<file path="config.mk">
export PLATFORM = sky130hd
export DESIGN_NAME = xgmii_lpbk_chan
export DESIGN_NICKNAME = d
export VERILOG_FILES = /design/src/rtl/xgmii_lpbk_pkg.sv /design/src/rtl/xgmii_lpbk_chan_delay_line.sv /design/src/rtl/xgmii_lpbk_chan.sv
export SDC_FILE = /design/constraint.sdc
export NUM_CORES = 2
export LEC_CHECK = 0
export CAP_MARGIN = 20
export CORE_ASPECT_RATIO = 0.7
export CORE_MARGIN = 2
export CORE_UTILIZATION = 50
export CTS_BUF_LIST = sky130_fd_sc_hd__clkbuf_4 sky130_fd_sc_hd__clkbuf_8
export CTS_CLUSTER_DIAMETER = 50
export DETAILED_ROUTE_END_ITERATION = 8
export GPL_TIMING_DRIVEN = 0
export PLACE_DENSITY_LB_ADDON = 0.1
export SLEW_MARGIN = 20
export SYNTH_ARGS = -nofsm -noshare
export SYNTH_HDL_FRONTEND = slang
export SYNTH_HIERARCHICAL = 1
export SYNTH_SLANG_ARGS = --single-unit
</file>
<file path="constraint.sdc">
create_clock -name clk_156m25 -period 61.9 [get_ports clk_156m25]
set_input_delay 9.285 -clock clk_156m25 [delete_from_list [all_inputs] [get_ports clk_156m25]]
set_output_delay 9.285 -clock clk_156m25 [all_outputs]
set_load 0.005 [all_outputs]
</file>
<file path="src/rtl/xgmii_lpbk_pkg.sv">
// Shared XGMII loopback definitions: control characters, input FSM states
// and an idle-word builder sized by lane count.
package xgmii_lpbk_pkg;

  localparam logic [7:0] XGMII_IDLE  = 8'h07;
  localparam logic [7:0] XGMII_START = 8'hFB;
  localparam logic [7:0] XGMII_TERM  = 8'hFD;
  localparam logic [7:0] XGMII_ERROR = 8'hFE;

  typedef enum logic [1:0] {
    S_IDLE,
    S_SOP,
    S_DATA
  } frm_state_e;

  // Idle characters in the low `lanes` bytes, zero above.
  function automatic logic [63:0] idle_word(input int lanes);
    logic [63:0] w;
    w = '0;
    for (int i = 0; i < 8; i++)
      if (i < lanes) w[8*i +: 8] = XGMII_IDLE;
    return w;
  endfunction

endpackage

</file>
<file path="src/rtl/xgmii_lpbk_chan_delay_line.sv">
// Circular delay buffer of {valid, txc, txd} words.
//   clk, rst         : clock, synchronous active-high clear of valid bits/pointer
//   delay            : extra latency in words; 0 bypasses the buffer
//   wr_txd/wr_txc    : word entering every cycle
//   rd_vld/rd_txd/rd_txc : registered output; rd_vld=0 means the slot was never written
module xgmii_delay_line #(
  parameter int DATA_W    = 64,
  parameter int LANES     = DATA_W / 8,
  parameter int MAX_DELAY = 16
) (
  input  logic                         clk,
  input  logic                         rst,
  input  logic [$clog2(MAX_DELAY)-1:0] delay,
  input  logic [DATA_W-1:0]            wr_txd,
  input  logic [LANES-1:0]             wr_txc,
  output logic                         rd_vld,
  output logic [DATA_W-1:0]            rd_txd,
  output logic [LANES-1:0]             rd_txc
);
  localparam int AW = $clog2(MAX_DELAY);

  logic [MAX_DELAY-1:0] vld_q;
  logic [DATA_W-1:0]    txd_mem [MAX_DELAY];
  logic [LANES-1:0]     txc_mem [MAX_DELAY];
  logic [AW-1:0]        wr_ptr;
  logic [AW-1:0]        rd_ptr;

  // The word written D cycles ago sits D slots behind the write pointer.
  assign rd_ptr = wr_ptr - delay;

  always_ff @(posedge clk) begin
    txd_mem[wr_ptr] <= wr_txd;
    txc_mem[wr_ptr] <= wr_txc;
  end

  always_ff @(posedge clk) begin
    if (rst) begin
      vld_q  <= '0;
      wr_ptr <= '0;
      rd_vld <= 1'b0;
      rd_txd <= '0;
      rd_txc <= '0;
    end else begin
      vld_q[wr_ptr] <= 1'b1;
      wr_ptr        <= wr_ptr + 1'b1;
      // D=0 must forward this cycle's word; the slot at wr_ptr is being overwritten.
      if (delay == '0) begin
        rd_vld <= 1'b1;
        rd_txd <= wr_txd;
        rd_txc <= wr_txc;
      end else begin
        rd_vld <= vld_q[rd_ptr];
        rd_txd <= txd_mem[rd_ptr];
        rd_txc <= txc_mem[rd_ptr];
      end
    end
  end

endmodule

</file>
<file path="src/rtl/xgmii_lpbk_chan.sv">
// XGMII loopback channel: MAC TX -> MAC RX with programmable latency,
// periodic error injection and frame statistics.
//   clk_156m25, reset_156m25 : clock, synchronous active-high reset
//   cfg_en / cfg_delay       : pass-through enable, extra latency in words
//   cfg_err_period           : corrupt every Nth frame, 0 = never
//   stat_clr                 : clears both statistics counters
//   xgmii_txd/txc            : from MAC TX
//   xgmii_rxd/rxc            : to MAC RX
//   stat_frames/stat_injected: saturating SOP / corrupted-frame counts
//   flushing                 : output forced IDLE after a config change
module xgmii_lpbk_chan
  import xgmii_lpbk_pkg::*;
#(
  parameter int DATA_W    = 64,
  parameter int MAX_DELAY = 16,
  parameter int CNT_W     = 32
) (
  input  logic                         clk_156m25,
  input  logic                         reset_156m25,
  input  logic                         cfg_en,
  input  logic [$clog2(MAX_DELAY)-1:0] cfg_delay,
  input  logic [15:0]                  cfg_err_period,
  input  logic                         stat_clr,
  input  logic [DATA_W-1:0]            xgmii_txd,
  input  logic [DATA_W/8-1:0]          xgmii_txc,
  output logic [DATA_W-1:0]            xgmii_rxd,
  output logic [DATA_W/8-1:0]          xgmii_rxc,
  output logic [CNT_W-1:0]             stat_frames,
  output logic [CNT_W-1:0]             stat_injected,
  output logic                         flushing
);
  localparam int LANES   = DATA_W / 8;
  localparam int AW      = $clog2(MAX_DELAY);
  localparam int HI_LANE = (LANES == 8) ? 4 : 0;
  localparam logic [63:0]        IDLE_FULL = idle_word(LANES);
  localparam logic [DATA_W-1:0]  IDLE_D    = IDLE_FULL[DATA_W-1:0];
  // Lanes strictly after the SOP lane, for same-word TERM detection.
  localparam logic [LANES-1:0]   MASK_LO   = ~LANES'(1);
  localparam logic [LANES-1:0]   MASK_HI   = ~LANES'((1 << (HI_LANE + 1)) - 1);

  // ---- lane decode
  logic [LANES-1:0] is_start, is_term;
  for (genvar i = 0; i < LANES; i++) begin : g_lane
    assign is_start[i] = xgmii_txc[i] && (xgmii_txd[8*i +: 8] == XGMII_START);
    assign is_term[i]  = xgmii_txc[i] && (xgmii_txd[8*i +: 8] == XGMII_TERM);
  end

  logic sop_lo, sop_hi, sop, eop, sop_eop;
  assign sop_lo  = is_start[0];
  assign sop_hi  = (LANES == 8) && is_start[HI_LANE];
  assign sop     = sop_lo || sop_hi;
  assign eop     = |is_term;
  assign sop_eop = sop_lo ? |(is_term & MASK_LO) : |(is_term & MASK_HI);

  // ---- input FSM + injector (ahead of the delay line)
  frm_state_e  state, state_n;
  logic        inject_pend, pend_n;
  logic [15:0] frame_idx, idx_n;
  logic [15:0] period_q;
  logic        do_inj, frame_inc;
  logic [DATA_W-1:0] wr_txd;
  logic [LANES-1:0]  wr_txc;

  always_comb begin
    state_n   = state;
    pend_n    = inject_pend;
    idx_n     = frame_idx;
    do_inj    = 1'b0;
    frame_inc = 1'b0;
    if (sop) begin
      // A SOP always starts a new frame, even mid-frame.
      idx_n     = frame_idx + 16'd1;
      frame_inc = 1'b1;
      if (sop_eop) begin
        state_n = S_IDLE;
        pend_n  = 1'b0;
      end else begin
        state_n = S_SOP;
        pend_n  = (cfg_err_period != 16'd0) && ((idx_n % cfg_err_period) == 16'd0);
      end
    end else begin
      case (state)
        S_SOP: begin
          state_n = eop ? S_IDLE : S_DATA;
          pend_n  = 1'b0;
          // Only a pure data word can take the error character.
          do_inj  = inject_pend && (xgmii_txc == '0);
        end
        S_DATA:  if (eop) state_n = S_IDLE;
        default: ;
      endcase
    end
    if (cfg_err_period != period_q) idx_n = '0;
  end

  always_comb begin
    wr_txd = xgmii_txd;
    wr_txc = xgmii_txc;
    if (do_inj) begin
      wr_txd[7:0] = XGMII_ERROR;
      wr_txc[0]   = 1'b1;
    end
  end

  // ---- config tracking and flush
  logic          en_q;
  logic [AW-1:0] delay_q;
  logic [AW:0]   flush_cnt;
  logic          cfg_chg;

  assign cfg_chg  = (cfg_delay != delay_q) || (cfg_en != en_q);
  assign flushing = (flush_cnt != '0);

  always_ff @(posedge clk_156m25) begin
    if (reset_156m25) begin
      state       <= S_IDLE;
      inject_pend <= 1'b0;
      frame_idx   <= '0;
      flush_cnt   <= '0;
      // Capture the live config so leaving reset does not look like a change.
      period_q    <= cfg_err_period;
      en_q        <= cfg_en;
      delay_q     <= cfg_delay;
    end else begin
      state       <= state_n;
      inject_pend <= pend_n;
      frame_idx   <= idx_n;
      period_q    <= cfg_err_period;
      en_q        <= cfg_en;
      delay_q     <= cfg_delay;
      if (cfg_chg)
        flush_cnt <= {1'b0, cfg_delay} + (AW+1)'(1);
      else if (flush_cnt != '0)
        flush_cnt <= flush_cnt - 1'b1;
    end
  end

  // ---- statistics (clear wins over increment)
  always_ff @(posedge clk_156m25) begin
    if (reset_156m25 || stat_clr) begin
      stat_frames   <= '0;
      stat_injected <= '0;
    end else begin
      if (frame_inc && (stat_frames != '1))  stat_frames   <= stat_frames + 1'b1;
      if (do_inj && (stat_injected != '1))   stat_injected <= stat_injected + 1'b1;
    end
  end

  // ---- delay line and output mux
  logic              rd_vld;
  logic [DATA_W-1:0] rd_txd;
  logic [LANES-1:0]  rd_txc;

  xgmii_delay_line #(
    .DATA_W    (DATA_W),
    .LANES     (LANES),
    .MAX_DELAY (MAX_DELAY)
  ) u_dly (
    .clk    (clk_156m25),
    .rst    (reset_156m25),
    .delay  (cfg_delay),
    .wr_txd (wr_txd),
    .wr_txc (wr_txc),
    .rd_vld (rd_vld),
    .rd_txd (rd_txd),
    .rd_txc (rd_txc)
  );

  logic pass;
  assign pass      = en_q && !flushing && rd_vld;
  assign xgmii_rxd = pass ? rd_txd : IDLE_D;
  assign xgmii_rxc = pass ? rd_txc : '1;

endmodule
</file>
==> flow_results.org <==
** Status
- Status :: complete, no violations

** Timing
- Portion of the clock cycle consumed by the worst path in the final layout :: 0.726
- Setup repair after global routing missed its margin :: no
- Static timing analysis puts the maximum clock frequency at 0.0222 GHz.
- The routed design could run at a clock period as short as 44.96 ns.
- Total Neg Setup Slack :: 0 ns
- Final Skew :: 0.0368 ns
- Rel. slew slack :: 0.218
- Setup violations remaining at the end of the flow were counted as 0.
- Fin. Hold Viols :: 0
- Final-report max-slew violation count :: 0
- Actual transition at the worst max-transition pin :: roughly 1.2 ns

** Layout
- Of the cells placed in the final design, the portion with a size suffix greater than 1 is 0.111.
- Filler cell count in the final layout :: 10100
- Summed area of non-filler cells in the final layout :: 0.0722 mm^2
- Area Growth Syn to Fin :: 15.4%
- After the last flow step, the layout net total stands at 5572.

** Global routing
- Entering global routing, the biggest net connects 43 pins.
- Total congestion overflow :: 0
- The via count of the first global-routing pass came to 40900.
- Global-route wire length before repair :: 273000 um
- Number of antenna violations at the first check in global routing :: 14
- Total global routing track utilization :: 0.290

** Run
- The tool flagged a number of max-cap violations equal to 0.

** Critical path
- Max incr delay on CP :: 0.92 ns
- The slowest stage of the critical path is the a2111oi_1 cell.
- For the worst setup path, the data arrival time is 45.74 ns.
- In this run the critical register-to-register path is captured at inject_pend.
- In this run the critical register-to-register path is launched from frame_idx[4].
- In this run the register-to-register setup slack is 25.41 ns.
- STA puts the critical path data required time at 62.68 ns.
- Crit Path Max Fanout :: 10
- Counting stages on the worst path, the most repeated cell is ha_1.
- Kind of launch point of the worst setup path :: input port
- The setup path with the least slack is of type in2reg.
- Worst R2R Path Depth :: ~120
- Crit end category :: flip-flop

** Clock tree
- Clock tree synthesis selected as its root buffer the cell clkbuf_8.
- In this run the post-CTS setup repair buffer count came out at 0.
- Count of H-tree levels built during CTS :: 4
- Number of gates resized after CTS :: 0
- TritonCTS Buffers :: about 210
- In this run, post-CTS hold repair placed 0 buffers.
- The clock passes through at most 3 buffers.
- The later pin in the worst-skew pair is clocked with a latency of 0.92 ns.
- CTS tree :: done
- Reg clk slew, reported paths :: 0.06 ns
- CTS sink cnt :: approximately 1400

** Die
- Std cell rows :: 108
- The floorplan step set the die height to 300 um.
- Initial Utilization :: 0.505
- Number of ports placed on the die boundary :: 233
- The die covers 0.128 mm^2.
- Width of the die :: 427 um
- Placeable core region :: 0.124 mm^2

** Detailed routing
- After detailed routing, the average wire length per cell comes to 26.3 um.
- After detailed routing, the number of remaining DRC violations is 0.
- First-pass detailed-route iteration total :: 8
- Antenna-violating nets left :: 0
- Total Wirelength :: 189000 um
- Via-per-instance ratio :: 6.08
- Via total after detailed routing :: about 44000
- DRT iter0 DRCs :: 5137

** Yosys
- Of the total synthesized cell area, the portion taken by XOR and XNOR cells is 0.0260.
- Post-synthesis cell area :: 0.0626 mm^2
- The portion of synthesized area spent on multiplexers is 0.109.
- Adder-Cell Fraction of Synth Area :: 0.0310
- After synthesis, the most frequently instantiated cells are 1152 x edfxtp_1, 665 x mux2i_1, 648 x nand3_1, 239 x nor2_1, 202 x dfxtp_1.
- A synthesized cell averages 12.9 um^2.
- Number of register bits inferred by synthesis :: 1354
- The share of synthesized area in the top cell type comes to 0.553.
- After synthesis, the largest family of logic cells by area is simple AND/OR/NAND/NOR gates.
- Summed over all instances, the cell type with the most area after synthesis is edfxtp_1.
- For this run, the number of Yosys warnings is 6.
- Sequential element share of the synthesized area :: 0.617
- After synthesis, the cell types taking the most area are edfxtp_1 55%, mux2i_1 11%, dfxtp_1 6.5%, nand3_1 5.2%, ha_1 3.0%.
- Dominant cell by count in the synthesized netlist :: edfxtp_1
- Synthesized netlist cell count :: 4848
- Distinct cell type count of the synthesized netlist :: 97
- Compound-gate portion of the synthesized area :: 0.0599
- Yosys mapped a number of flops with a built-in enable equal to 1152.
- Of the total synthesized cell area, the portion taken by AND, OR, NAND and NOR gates is 0.132.
- Flip-flop cell with the highest count after synthesis :: edfxtp_1
- In the synthesized netlist the async set-or-reset flop fraction comes to 0.
- When the netlist entered floorplanning its net count stood at 5097.

** Power
- Power per standard cell area :: between 30 and 40 mW/mm^2
- Switching part of the total :: 0.285
- Clk network pwr share :: 0.353
- The internal portion of the total power is 1.58 mW.
- Worst IR Drop VDD :: between 0.02 and 0.025 mV
- Power spent charging and discharging nets :: 0.628 mW
- The share of total power dissipated in sequential elements is 0.468.
- Combinational fraction of design power :: 0.179
- Leakage dissipation :: 27.1 nW

** Hold path
- In this run the most critical hold path is launched from u_dly/vld_q[9].
- The worst hold path was traced through 2 stages.
- Min-Delay Path Class :: reg2reg
- The path with the worst hold slack has its endpoint at u_dly/vld_q[9].

** Placement
- At the end of routability-driven placement, the weighted congestion stood at 0.926.
- Area post-placement :: a little under 0.07 mm^2
- Detailed placement finished with a half-perimeter wire length of 127000 um.
- Count of buffers from port buffering :: 232
through the flow:
step                 util  power (mW)  std cells  hold WS [ns]  setup WS, ns
floorplan               -        1.29       4848         0.432         25.85
global placement    0.540        1.43       6730         0.443         16.44
detailed placement  0.546        1.44       6765         0.455         16.81
CTS                 0.582        2.21       7155         0.469         17.75
global route        0.582        2.28       7160         0.501         14.68
finish              0.582        2.20       7163         0.469         16.94
sequential cells by signal, summed over array words and instances, names as in the netlist, 4 cells and up:
signal,flops
delay_q,4
flush_cnt,5
frame_idx,16
period_q,16
stat_frames,32
stat_injected,32
u_dly/rd_txc,8
u_dly/rd_txd,64
u_dly/txc_mem,128
u_dly/txd_mem,1024
u_dly/vld_q,16
u_dly/wr_ptr,4
power groups by stage:
| stage | registers (mW) | clock network [mW] | logic, mW |
|---|---|---|---|
| detailed placement | 1.05 | 0 | 0.386 |
| finish | 1.03 | 0.778 | 0.395 |
| global placement | 1.05 | 0 | 0.379 |
| floorplan | 1.05 | 0 | 0.237 |
| global route | 1.03 | 0.830 | 0.414 |
| CTS | 1.03 | 0.791 | 0.388 |
routing by layer:
layer / share of wire / global-route usage / up-vias
met5: 0 / 0 / -
met4: 0.026 / 0.0986 / 0
met3: 0.097 / 0.0603 / 264
met2: 0.42 / 0.400 / 2049
met1: 0.46 / 0.450 / 21700
li1: - / - / 19600
worst max path at each step:
stage	start	end	slack, ns
global route	cfg_err_period[4]	inject_pend	14.68
floorplan	cfg_err_period[6]	inject_pend	25.85
finish	cfg_err_period[14]	inject_pend	16.94
CTS	cfg_err_period[4]	inject_pend	17.75
global placement	cfg_err_period[4]	inject_pend	16.44
detailed placement	cfg_err_period[4]	inject_pend	16.81
cell families (layout without fill, tap and decap cells):
group,Yosys count,in the layout
AND/OR/NAND/NOR,1589,1589
flip-flops,1354,1354
multiplexers,680,680
AO/OA/AOI/OAI,529,529
buffers and inverters,356,1013
XOR/XNOR,186,186
adder cells (fa/ha/maj),154,154
other,0,8
layout make-up:
cell class | instances | area (um^2) | area share
tap | 1650 | 2060 | 0.0286
clock inverter | 78 | 562 | 0.00778
clock buffer | 312 | 3830 | 0.0531
buffer | 280 | 1270 | 0.0176
inverter | 76 | 285 | 0.00395
timing repair buffer | 267 | 3050 | 0.0423
sequential | 1354 | 38600 | 0.535
antenna | 8 | 20.0 | 0.000277
multi-input combinational | 3138 | 22500 | 0.311
cells in the final DEF, fill, tap and decap left out, drive strengths merged, types with 94 or more instances in the layout:
| master | synthesis | routed |
|---|---|---|
| edfxtp | 1152 | 1152 |
| mux2i | 665 | 665 |
| nand3 | 649 | 649 |
| clkbuf | 122 | 434 |
| nor2 | 240 | 240 |
| clkdlybuf4s50 | 0 | 231 |
| dfxtp | 202 | 202 |
| buf | 158 | 194 |
| nand4 | 184 | 184 |
| nand2 | 159 | 159 |
| ha | 151 | 151 |
| a21oi | 109 | 109 |
| xor2 | 94 | 94 |
worst max-delay path, delay by kind of cell:
| kind | cells | cell delay (ns) |
|---|---|---|
| adders and majority gates | 15 | 4.83 |
| AOI/OAI and AO/OA | 55 | 16.16 |
| buffers and inverters | 12 | 4.67 |
| muxes | 4 | 1.70 |
| and+or+nand+nor | 29 | 8.97 |
Power figures use the tool's default switching activity.
